==> src/rtl/pipe_hazard_ctrl_pkg.sv <==
// Shared constants and state encoding for the pipeline hazard controller.
// Optional HAZ_PERF_CNT_EN adds stall/flush performance counters in the top.
package pipe_hazard_ctrl_pkg;

  localparam logic [3:0] REG_ZERO     = 4'd0;
  localparam logic [1:0] DRAIN_CYCLES = 2'd2;

  typedef enum logic [2:0] {
    ST_RUN     = 3'd0,
    ST_LWSTALL = 3'd1,
    ST_FLUSH   = 3'd2,
    ST_DRAIN   = 3'd3,
    ST_HALT    = 3'd4
  } state_e;

endpackage

==> src/rtl/pipe_hazard_ctrl_haz_detect.sv <==
// Combinational register-address compares between the ID and EX stages.
module haz_detect
  import pipe_hazard_ctrl_pkg::*;
(
  input  logic [3:0] id_rs0_i,
  input  logic [3:0] id_rs1_i,
  input  logic       id_rs0_used_i,
  input  logic       id_rs1_used_i,
  input  logic       id_store_i,
  input  logic [3:0] ex_dst_i,
  input  logic       ex_we_i,
  input  logic       ex_mem_re_i,
  output logic       lu_hazard_o,
  output logic       st_hazard_o
);

  logic dst_live;
  logic rs0_hit;
  logic rs1_hit;

  assign dst_live = ex_dst_i != REG_ZERO;
  assign rs0_hit  = id_rs0_used_i && (id_rs0_i == ex_dst_i);
  // Store data on rs1 is bypassed at MEM, so it must not trigger a stall.
  assign rs1_hit  = id_rs1_used_i && (id_rs1_i == ex_dst_i) && !id_store_i;

  assign lu_hazard_o = ex_mem_re_i && ex_we_i && dst_live && (rs0_hit || rs1_hit);
  assign st_hazard_o = id_store_i && ex_mem_re_i && dst_live && (id_rs1_i == ex_dst_i);

endmodule

==> src/rtl/pipe_hazard_ctrl.sv <==
// Pipeline hazard FSM: load-use stall, branch flush, halt drain.
// Define HAZ_PERF_CNT_EN to add saturating stall_cnt/flush_cnt outputs.
module pipe_hazard_ctrl
  import pipe_hazard_ctrl_pkg::*;
(
  input  logic       clk,
  input  logic       rst,
  input  logic [3:0] id_rs0,
  input  logic [3:0] id_rs1,
  input  logic       id_rs0_used,
  input  logic       id_rs1_used,
  input  logic       id_store,
  input  logic [3:0] ex_dst,
  input  logic       ex_we,
  input  logic       ex_mem_re,
  input  logic       ex_br_taken,
  input  logic       ex_hlt,
  output logic       stallIF,
  output logic       stallID,
  output logic       flushIF,
  output logic       flushID,
  output logic       lwStall,
  output logic       memHazard,
  output logic       halted,
  output logic [2:0] state
`ifdef HAZ_PERF_CNT_EN
  ,
  output logic [15:0] stall_cnt,
  output logic [15:0] flush_cnt
`endif
);

  state_e     state_q, state_d;
  logic [1:0] cnt_q, cnt_d;
  logic       lwStall_q, memHazard_q, halted_q;
  logic       lu_hazard, st_hazard;
  logic       stall_if, stall_id, flush_if, flush_id;

  haz_detect u_haz_detect (
    .id_rs0_i      (id_rs0),
    .id_rs1_i      (id_rs1),
    .id_rs0_used_i (id_rs0_used),
    .id_rs1_used_i (id_rs1_used),
    .id_store_i    (id_store),
    .ex_dst_i      (ex_dst),
    .ex_we_i       (ex_we),
    .ex_mem_re_i   (ex_mem_re),
    .lu_hazard_o   (lu_hazard),
    .st_hazard_o   (st_hazard)
  );

  always_comb begin
    state_d  = state_q;
    cnt_d    = '0;
    stall_if = 1'b0;
    stall_id = 1'b0;
    flush_if = 1'b0;
    flush_id = 1'b0;
    unique case (state_q)
      ST_RUN, ST_FLUSH: begin
        if (ex_hlt) begin
          flush_if = 1'b1;
          flush_id = 1'b1;
          stall_if = 1'b1;
          state_d  = ST_DRAIN;
        end else if (state_q == ST_FLUSH) begin
          state_d = ST_RUN;
        end else if (ex_br_taken) begin
          flush_if = 1'b1;
          flush_id = 1'b1;
          state_d  = ST_FLUSH;
        end else if (lu_hazard) begin
          stall_if = 1'b1;
          stall_id = 1'b1;
          state_d  = ST_LWSTALL;
        end
      end
      ST_LWSTALL: state_d = ST_RUN;
      ST_DRAIN: begin
        stall_if = 1'b1;
        if (cnt_q == DRAIN_CYCLES) state_d = ST_HALT;
        else                       cnt_d   = cnt_q + 2'd1;
      end
      ST_HALT: begin
        stall_if = 1'b1;
        stall_id = 1'b1;
      end
      default: state_d = ST_RUN;
    endcase
    if (rst) begin
      state_d  = ST_RUN;
      cnt_d    = '0;
      stall_if = 1'b0;
      stall_id = 1'b0;
      flush_if = 1'b0;
      flush_id = 1'b0;
    end
  end

  always_ff @(posedge clk) begin
    if (rst) begin
      state_q     <= ST_RUN;
      cnt_q       <= '0;
      lwStall_q   <= 1'b0;
      memHazard_q <= 1'b0;
      halted_q    <= 1'b0;
    end else begin
      state_q     <= state_d;
      cnt_q       <= cnt_d;
      lwStall_q   <= state_d == ST_LWSTALL;
      memHazard_q <= st_hazard && (state_q == ST_RUN) && !ex_br_taken && !ex_hlt;
      halted_q    <= state_d == ST_HALT;
    end
  end

  assign stallIF   = stall_if;
  assign stallID   = stall_id;
  assign flushIF   = flush_if;
  assign flushID   = flush_id;
  assign lwStall   = lwStall_q;
  assign memHazard = memHazard_q;
  assign halted    = halted_q;
  assign state     = state_q;

`ifdef HAZ_PERF_CNT_EN
  logic [15:0] stall_cnt_q, flush_cnt_q;

  always_ff @(posedge clk) begin
    if (rst) begin
      stall_cnt_q <= '0;
      flush_cnt_q <= '0;
    end else begin
      if (stall_id && (state_q != ST_HALT) && (stall_cnt_q != '1))
        stall_cnt_q <= stall_cnt_q + 16'd1;
      if (flush_id && (flush_cnt_q != '1))
        flush_cnt_q <= flush_cnt_q + 16'd1;
    end
  end

  assign stall_cnt = stall_cnt_q;
  assign flush_cnt = flush_cnt_q;
`endif

endmodule

==> config.mk <==
export PLATFORM = sky130hd
export DESIGN_NAME = pipe_hazard_ctrl
export DESIGN_NICKNAME = d
export VERILOG_FILES = /design/src/rtl/pipe_hazard_ctrl_pkg.sv /design/src/rtl/pipe_hazard_ctrl_haz_detect.sv /design/src/rtl/pipe_hazard_ctrl.sv
export SDC_FILE = /design/constraint.sdc
export NUM_CORES = 1
export LEC_CHECK = 0
export ABC_AREA = 1
export CORE_MARGIN = 2
export CORE_UTILIZATION = 37
export DETAILED_ROUTE_END_ITERATION = 8
export GPL_TIMING_DRIVEN = 1
export HOLD_SLACK_MARGIN = 0.1
export PLACE_DENSITY = 0.78
export SLEW_MARGIN = 20
export SYNTH_ARGS = -nofsm -noshare
export SYNTH_HDL_FRONTEND = slang
export SYNTH_SLANG_ARGS = --single-unit
export TNS_END_PERCENT = 5
==> constraint.sdc <==
create_clock -name clk -period 1.7 [get_ports clk]
set_clock_uncertainty 0.05 [all_clocks]
set_input_delay 0.34 -clock clk [delete_from_list [all_inputs] [get_ports clk]]
set_output_delay 0.34 -clock clk [all_outputs]
set_load 0.03 [all_outputs]
Word-level counts from Yosys, hierarchy flattened. Index checks and enable logic that the tools add are counted.

$add $sub $neg: 1. Equal/unequal tests: 8. Multiplexer cells: 21. Bitwise logic cells: 1. Reduce and logical (&&, ||, !) cells: 21.

Operators by type and width (number): $mux W3 (6); $logic_and A1 B1 Y1 (12); $mux W1 (12); $pmux W3 S3 (1); $eq A4 B4 Y1 (2); $eq A3 B2 Y1 const B (2); $eq A3 B3 Y1 const B (2); $pmux W1 S2 (2); $reduce_bool A4 Y1 (1); $reduce_or A2 Y1 (2); $eq A3 B1 Y1 const B (1); $logic_not A1 Y1 (3); $logic_not A3 Y1 (1); $reduce_or A3 Y1 (1); $add A2 B1 Y2 const B (1); $eq A2 B2 Y1 const B (1); $logic_or A1 B1 Y1 (1); $not A1 Y1 (1).

Bits in registers: 8. Output and inout bits: 10.

Logic depth before layout (Yosys ltp). Gate-level depths: netlist (run 1).

Word-level depth: 12. Mapped depth: 12. Mapped depth without buffers: 12.

Hierarchy. From an unflattened synthesis (run 1), not the netlist that was laid out.

Cells, all modules: 103. Area, all modules: 614.3 µm².

Modules (own cells, without submodules): pipe_hazard_ctrl (instances 1, cells an instance 57, area each 391.6 µm², sequential area each 160.2 µm²); haz_detect (instances 1, cells an instance 46, area each 222.7 µm², sequential area each 0.0 µm²).

Worst setup path after synthesis (run 1). No wires, ideal clock.

Kind: reg2out. Start point: register state_q[2] (netlist: state[2]). End point: output flushIF. Arrival time: 1656 ps. Required time: 1310 ps. Slack: -346 ps. Stages on the path, launching flop included: 8. Cell sequence: dfxtp_1 inv_1 nand3_1 nand2_1 nand2_1 nand2_1 nor2_1 buf_4.

Word-level cells in the longest chain between the ends: 5. Elaborated cells between the ends (all ways): 7.

RTL lines: from (decl) (line pipe_hazard_ctrl.sv:33) `state_e state_q, state_d;`; from (signal assigned) (line pipe_hazard_ctrl.sv:108) `state_q <= state_d;`; $eq A3 B2 Y1; $mux W1 (2 in series); $mux W1 (*) (2 in series); to (decl) (line pipe_hazard_ctrl.sv:20) `output logic flushIF,`.

Mark *: on every way between the ends. The rest lies on a longest branch, timed or not.

Worst setup path in the final report (run 1).
Start point: input id_rs0_used. End point: output stallID.

Word-level cells in the longest chain between the ends: 9.

RTL lines: from (decl) (line pipe_hazard_ctrl.sv:10) `input logic id_rs0_used,`; $logic_and A1 B1 Y1 (line pipe_hazard_ctrl_haz_detect.sv:22) `assign rs0_hit = id_rs0_used_i && (id_rs0_i == ex_dst_i);`; $logic_or A1 B1 Y1 (line pipe_hazard_ctrl_haz_detect.sv:26) `assign lu_hazard_o = ex_mem_re_i && ex_we_i && dst_live && (rs0_hit || rs1_hit);`; $logic_and A1 B1 Y1 (line pipe_hazard_ctrl_haz_detect.sv:26); $mux W1 (line pipe_hazard_ctrl.sv:72) `end else if (lu_hazard) begin`; $mux W1 (line pipe_hazard_ctrl.sv:68) `end else if (ex_br_taken) begin`; $mux W1 (line pipe_hazard_ctrl.sv:66) `end else if (state_q == ST_FLUSH) begin`; $mux W1 (line pipe_hazard_ctrl.sv:61) `if (ex_hlt) begin`; $pmux W1 S2 (line pipe_hazard_ctrl.sv:59) `unique case (state_q)`; $mux W1 (line pipe_hazard_ctrl.sv:90) `if (rst) begin`; to (decl) (line pipe_hazard_ctrl.sv:19) `output logic stallID,`.

No other way between the ends.

==> metrics.md, run 1 <==
| Metric | Value |
|---|---|
| Final Worst Setup Slack | `-149.3 ps` |
| Critical Path Fanout Max | `2` |
| Maximum vdd drop | `0.0004535 V` |
| Grt total ovfl | `0` |
| CTS tree | `built` |
| Sequential fraction of design power | `0.329` |
| Net Sw Frac | `0.3274` |
| Synthesis-to-layout area growth | `95.00%` |
| ANT nets after route | `0` |
| R2R Setup Slk | `approximately 350 ps` |
| FP Rows | `14` |
| Crit path required time | `1310 ps` |
| Final #Nets | `175` |
| H-tree lvl count | `1` |
| Gpl congestion | `0.7958` |
| Area contributors post-synth | `dfxtp_1 28%, nand2_1 21%, inv_1 12%` |
| Startpoint types | `input port` |
| ANT cells | `0` |
| Drc violations | `0` |
| Switching power | `0.1995 mW` |
| Die Y | `around 43 um` |
| # hold bufs at CTS | `0` |
| Worst-path clk slew | `50 ps` |
| Tmin final | `approximately 1800 ps` |
| Synth Area in Simple Gates | `0.4587` |
| All-Layer GR Usage | `0.2228` |
| CP Capture Point | `stallID` |
| Die area | `0.001887 mm^2` |
| Hold depth | `1` |
| Port Buffers | `30` |
| 1st-pass router iterations | `4` |
| Mux cell area share after synthesis | `0` |
| Iteration-0 DRC Markers | `17` |
| Post-Synth Adder-Cell Area | `0.02174` |
| CP cell instances | `clkdlybuf4s15_1 > nand2_1 > nor2_1 > nand3_1 > nand2_1 > nand3_2 > nand3b_1 > a21oi_4 > buf_6` |
| Worst-Skew Late Latency | `approximately 260 ps` |
| Pwr Total | `~0.61 mW` |
| Vias | `791` |
| YS warnings | `0` |
| Final setup viols | `4` |
| Share of the core filled with cells | `0.7538` |
| Nature of the critical path endpoint | `primary output` |
| RSZ-0062 raised after global routing | `true` |
| Final HPWL DP | `between 1000 and 1500 um` |
| Synth Instances | `100` |
| Failing checks | `setup timing` |
| Fin crit share | `1.088` |
| Final-report hold violation count | `0` |
| Global-route wire length before repair | `between 3000 and 4000 um` |
| M2 GR Usage | `0.3791` |
| Syn Area/Cell | `5.756 um^2` |
| Fmax | `roughly 540 MHz` |
| GR Util met1 | `0.2730` |
| R2R Path End | `lwStall$_SDFF_PP0_` |
| Fraction of registers with async set or reset after synthesis | `0` |
| Initial antenna violation count | `0` |
| CP arrival | `1460 ps` |
| Post-Syn Nets | `122` |
| Status | `finished with violations` |
| Max stage delay on crit path | `200 ps` |
| Largest net degree at the start of global routing | `11` |
| Yosys reg bits | `8` |
| Mapped cell area | `approximately 580 um^2` |
| R2R depth | `7` |
| Initial core utilization | `0.3866` |
| Post-synthesis xor/xnor area fraction | `0.01522` |
| Int Pwr | `0.4098 mW` |
| Max-slew violation count | `0` |
| Synth top area share | `0.2783` |
| Min-delay worst type | `reg2reg` |
| Fin Hold WS | `approximately 380 ps` |
| Most used DFF post-synth | `dfxtp_1` |
| Root Buffer | `clkbuf_4` |
| Area leader, netlist | `dfxtp_1` |
| Register area share after synthesis | `0.2783` |
| WL per Instance | `11.36 um` |
| CTS buffer count | `3` |
| WS Path Type | `in2out` |
| Worst slew pin tran | `305.6 ps` |
| Max Cap Viol | `0` |
| Logic pwr share | `0.430` |
| Grt met3 use | `0.05417` |
| # clock sinks | `8` |
| Pwr per Cell Area | `between 500 and 600 mW/mm^2` |
| Placeable Area | `roughly 0.0015 mm^2` |
| Routed wire length | `~1900 um` |
| DR vias/cell | `4.737` |
| CP most frequent cell | `nand2_1` |
| DP Area | `972.2 um^2` |
| Synth cell types | `20` |
| Share of cells above drive strength 1 | `0.4106` |
| Clock buffer depth | `2` |
| Critical-path top delay cell | `nand3b_1` |
| Post-Layout Inst Area | `between 0.001 and 0.0015 mm^2` |
| Worst Setup SP | `id_rs0_used` |
| Clock power frac | `0.241` |
| Ports | `31` |
| Sum Neg Setup Slack | `-311.3 ps` |
| Worst R2R Start | `cnt_q[0]$_SDFF_PP0_` |
| Post-synth EDFFs | `0` |
| Die width | `43.44 um` |
| Synth Area in Compound Gates | `0.06957` |
| Relative slew slack | `0.7957` |
| Main combinational cell family by area after synthesis | `simple AND/OR/NAND/NOR gates` |
| Leakage power | `0.5942 nW` |
| Number of global-route vias before repair | `770` |
| Global route hottest layer | `met2` |
==> cell families after synthesis <==
| kind of cell | count (synthesis) |
|---|---|
| AOI/OAI and AO/OA | 8 |
| xor gates and xnor gates | 1 |
| adders and majority gates | 1 |
| buffers and inverters | 23 |
| DFF | 8 |
| and+or+nand+nor | 59 |
==> power groups by stage <==
stage	registers [mW]	clock network (mW)	logic, mW
finish	0.200	0.147	0.262
global route	0.201	0.160	0.283
CTS	0.200	0.151	0.236
detailed placement	0.205	0	0.207
global placement	0.205	0	0.205
floorplan	0.216	0	0.0941
==> cell usage after synthesis, types with 2 or more instances <==
master / n
nand2_1: 32
inv_1: 18
nor2_1: 9
dfxtp_1: 8
a21oi_1: 6
nor3_1: 4
inv_2: 3
nand3_1: 3
nor2_2: 3
nand2_2: 2
nand4_1: 2
o21ai_0: 2
==> critical path: cells and delay by family <==
| family | cells | cell delay [ps] |
|---|---|---|
| compound gates | 1 | 150 |
| buf+inv | 2 | 300 |
| simple gates | 6 | 670 |
==> state kept, by name (all words and copies together), names as in the netlist <==
| register | count |
|---|---|
| halted | 1 |
| cnt_q | 2 |
| lwStall | 1 |
| memHazard | 1 |
| state | 3 |
==> layout by cell type (no fill, tap or decap), types with 2 or more instances in the layout <==
master / count
dfxtp_1: 6
dlygate4sd2_1: 6
dfxtp_2: 2
inv_2: 3
nor3_1: 4
inv_1: 16
nand2_2: 7
nand3_1: 2
nand3_2: 2
a21oi_1: 4
buf_4: 19
clkdlybuf4s15_1: 3
nand2_1: 27
clkbuf_4: 3
inv_4: 2
buf_6: 9
nor2_1: 8
buf_8: 2
nor2_2: 2
buf_2: 5
nand4_1: 2
a21oi_4: 2
nor2_4: 2
clkdlybuf4s50_1: 5
==> cell type report <==
cell class / count / area [um^2]
clock buffer: 3 / 22.52
fill: 103 / 366.6
inverter: 21 / 83.83
multi-input combinational: 69 / 381.6
sequential: 8 / 162.7
tap: 16 / 20.02
timing repair buffer: 50 / 451.7
==> metrics by stage <==
step	instances	worst slack [ps]
floorplan	100	65.75
global placement	151	-549.2
detailed placement	151	-567.6
CTS	165	-115.6
global route	167	-269.1
finish	167	-149.3
==> how the worst min path moves through the flow <==
stage	startpoint	to	slack, ps
after global placement	cnt_q[0]$_SDFF_PP0_	cnt_q[0]$_SDFF_PP0_	360
after CTS	cnt_q[0]$_SDFF_PP0_	cnt_q[0]$_SDFF_PP0_	380
final	cnt_q[0]$_SDFF_PP0_	cnt_q[0]$_SDFF_PP0_	380
after floorplan	cnt_q[0]$_SDFF_PP0_	cnt_q[0]$_SDFF_PP0_	350
after detailed placement	cnt_q[0]$_SDFF_PP0_	cnt_q[0]$_SDFF_PP0_	370
after global routing	cnt_q[0]$_SDFF_PP0_	cnt_q[0]$_SDFF_PP0_	410
==> timing repair <==
| action | 4_1_cts | 5_1_grt |
|---|---|---|
| resized for setup | 75 | 10 |
| pin swaps | 22 | 13 |
| endpoints found under the setup margin | 8 | 4 |
| gates cloned | 0 | 0 |
| buffers inserted | 11 | 2 |
==> per-layer routing <==
| layer | vias up | routed length, um |
|---|---|---|
| met5 | - | 0 |
| met4 | 0 | 18 |
| met3 | 2 | 111 |
| met2 | 35 | 971 |
| met1 | 345 | 796 |
| li1 | 409 | - |
Note: power is estimated with default switching activity, not from simulation.
==> run 2, diff against run 1 <==
Settings changed: HOLD_SLACK_MARGIN 0.1 to unset.
==> results of run 2 <==
The final DEF is identical to that of run 1; final timing and power are the same.
==> RTL edit (flow settings as in run 1) <==
Add a define of `HAZ_PERF_CNT_EN`.
--- a/src/rtl/pipe_hazard_ctrl.sv
+++ b/src/rtl/pipe_hazard_ctrl.sv
@@ -1,5 +1,7 @@
 // Pipeline hazard FSM: load-use stall, branch flush, halt drain.
 // Define HAZ_PERF_CNT_EN to add saturating stall_cnt/flush_cnt outputs.
+`define HAZ_PERF_CNT_EN
+
 module pipe_hazard_ctrl
   import pipe_hazard_ctrl_pkg::*;
 (
Function (old outputs only; new: flush_cnt and stall_cnt): kept (equiv_simple and equiv_induct, registers matched by name and starting in step).
==> RTL edit against run 1 <==
The run still ends with negative setup slack left. Final area grew to 3.3 times the old value. Wire length grew to 3.7 times the old value. Total power grew to 3.3 times the old value. Highest routed layer unchanged. Sequential cell count is 32 higher. Worst setup slack worse by 77 ps. Synthesized cell count grew to 3.7 times the old value. Area after synthesis grew to 4.3 times the old value. Largest power group is now registers.
==> RTL edit: results <==
metrics = {
    "power": {
        "leakage_nw": 1.68,
        "pg_comb_mw": 0.350,
        "p_per_area_nw_per_um2": 539,
        "vdd_drop_max_uv": 398,
    },
    "status": {
        "outcome": "complete, but fails checks",
        "violations": "negative setup slack",
    },
    "grt": {
        "grt_max_degree": 16,
        "grt_first_pass_wirelength_um": 11600,
        "grt_use_met2_pct": 34.4,
        "use_met1_pct": 22.5,
        "grt_usage_pct": 19.5,
    },
    "synthesis": {
        "synthTopCellsByCount": "nand2_1 (79), inv_1 (52), dfxtp_1 (40)",
        "synthXorXnorAreaFrac_pct": 5.67,
        "synthCells": 365,
        "syn-num-nets": 389,
        "synth_compound_area_share_pct": 9.47,
    },
    "critical_path": {
        "reg2regPathDepth": 11,
        "cp_slowest_stage_delay_ps": 360,
        "cp_max_fo": 3,
    },
    "clocking": {
        "clock_latency_ps": 300,
        "numCtsBuffers": 5,
    },
    "place": {
        "dpl.hpwl_um": 4960,
        "gp_congestion": 0.922,
        "placed_cell_area_um2": 3440,
    },
    "finish": {
        "drive_above_1_share_pct": 28.5,
    },
    "timing": {
        "setup_slack_ps": -227,
        "finalSetupViolCount": 11,
    },
}
-- RTL edit: worst reg2reg max path, cell delays in order (launching register included) --
cell and delay, ps:
dfxtp_4 360, inv_4 50, nand2_4 90, inv_4 40, a21oi_4 170, buf_6 130, nand4_4 80, buf_6 140
nor3_4 150, buf_4 190, nand3_1 80, a21oi_1 130
-- RTL edit: what timing repair did --
item	4_1_cts	5_1_grt
setup buffers	8	0
hold buffers	0	0
endpoints found under the setup margin	60	37
cloned	0	0
pin swaps	22	4
gates resized for setup	95	32
-- RTL edit: routing by layer --
layer / wire length (um) / vias to the layer above / part of all wire, %
met5: 0 / - / 0
met1: 2870 / 1244 / 41
met3: 354 / 18 / 5.1
met4: 163 / 0 / 2.4
li1: - / 1391 / -
met2: 3540 / 84 / 51
-- RTL edit: cell type report --
class | count | share of cell area [%]
clock buffer | 6 | 2.24
tap | 77 | 2.61
timing repair buffer | 106 | 24.9
multi-input combinational | 257 | 41.4
clock inverter | 2 | 0.271
inverter | 59 | 6.28
sequential | 40 | 22.3
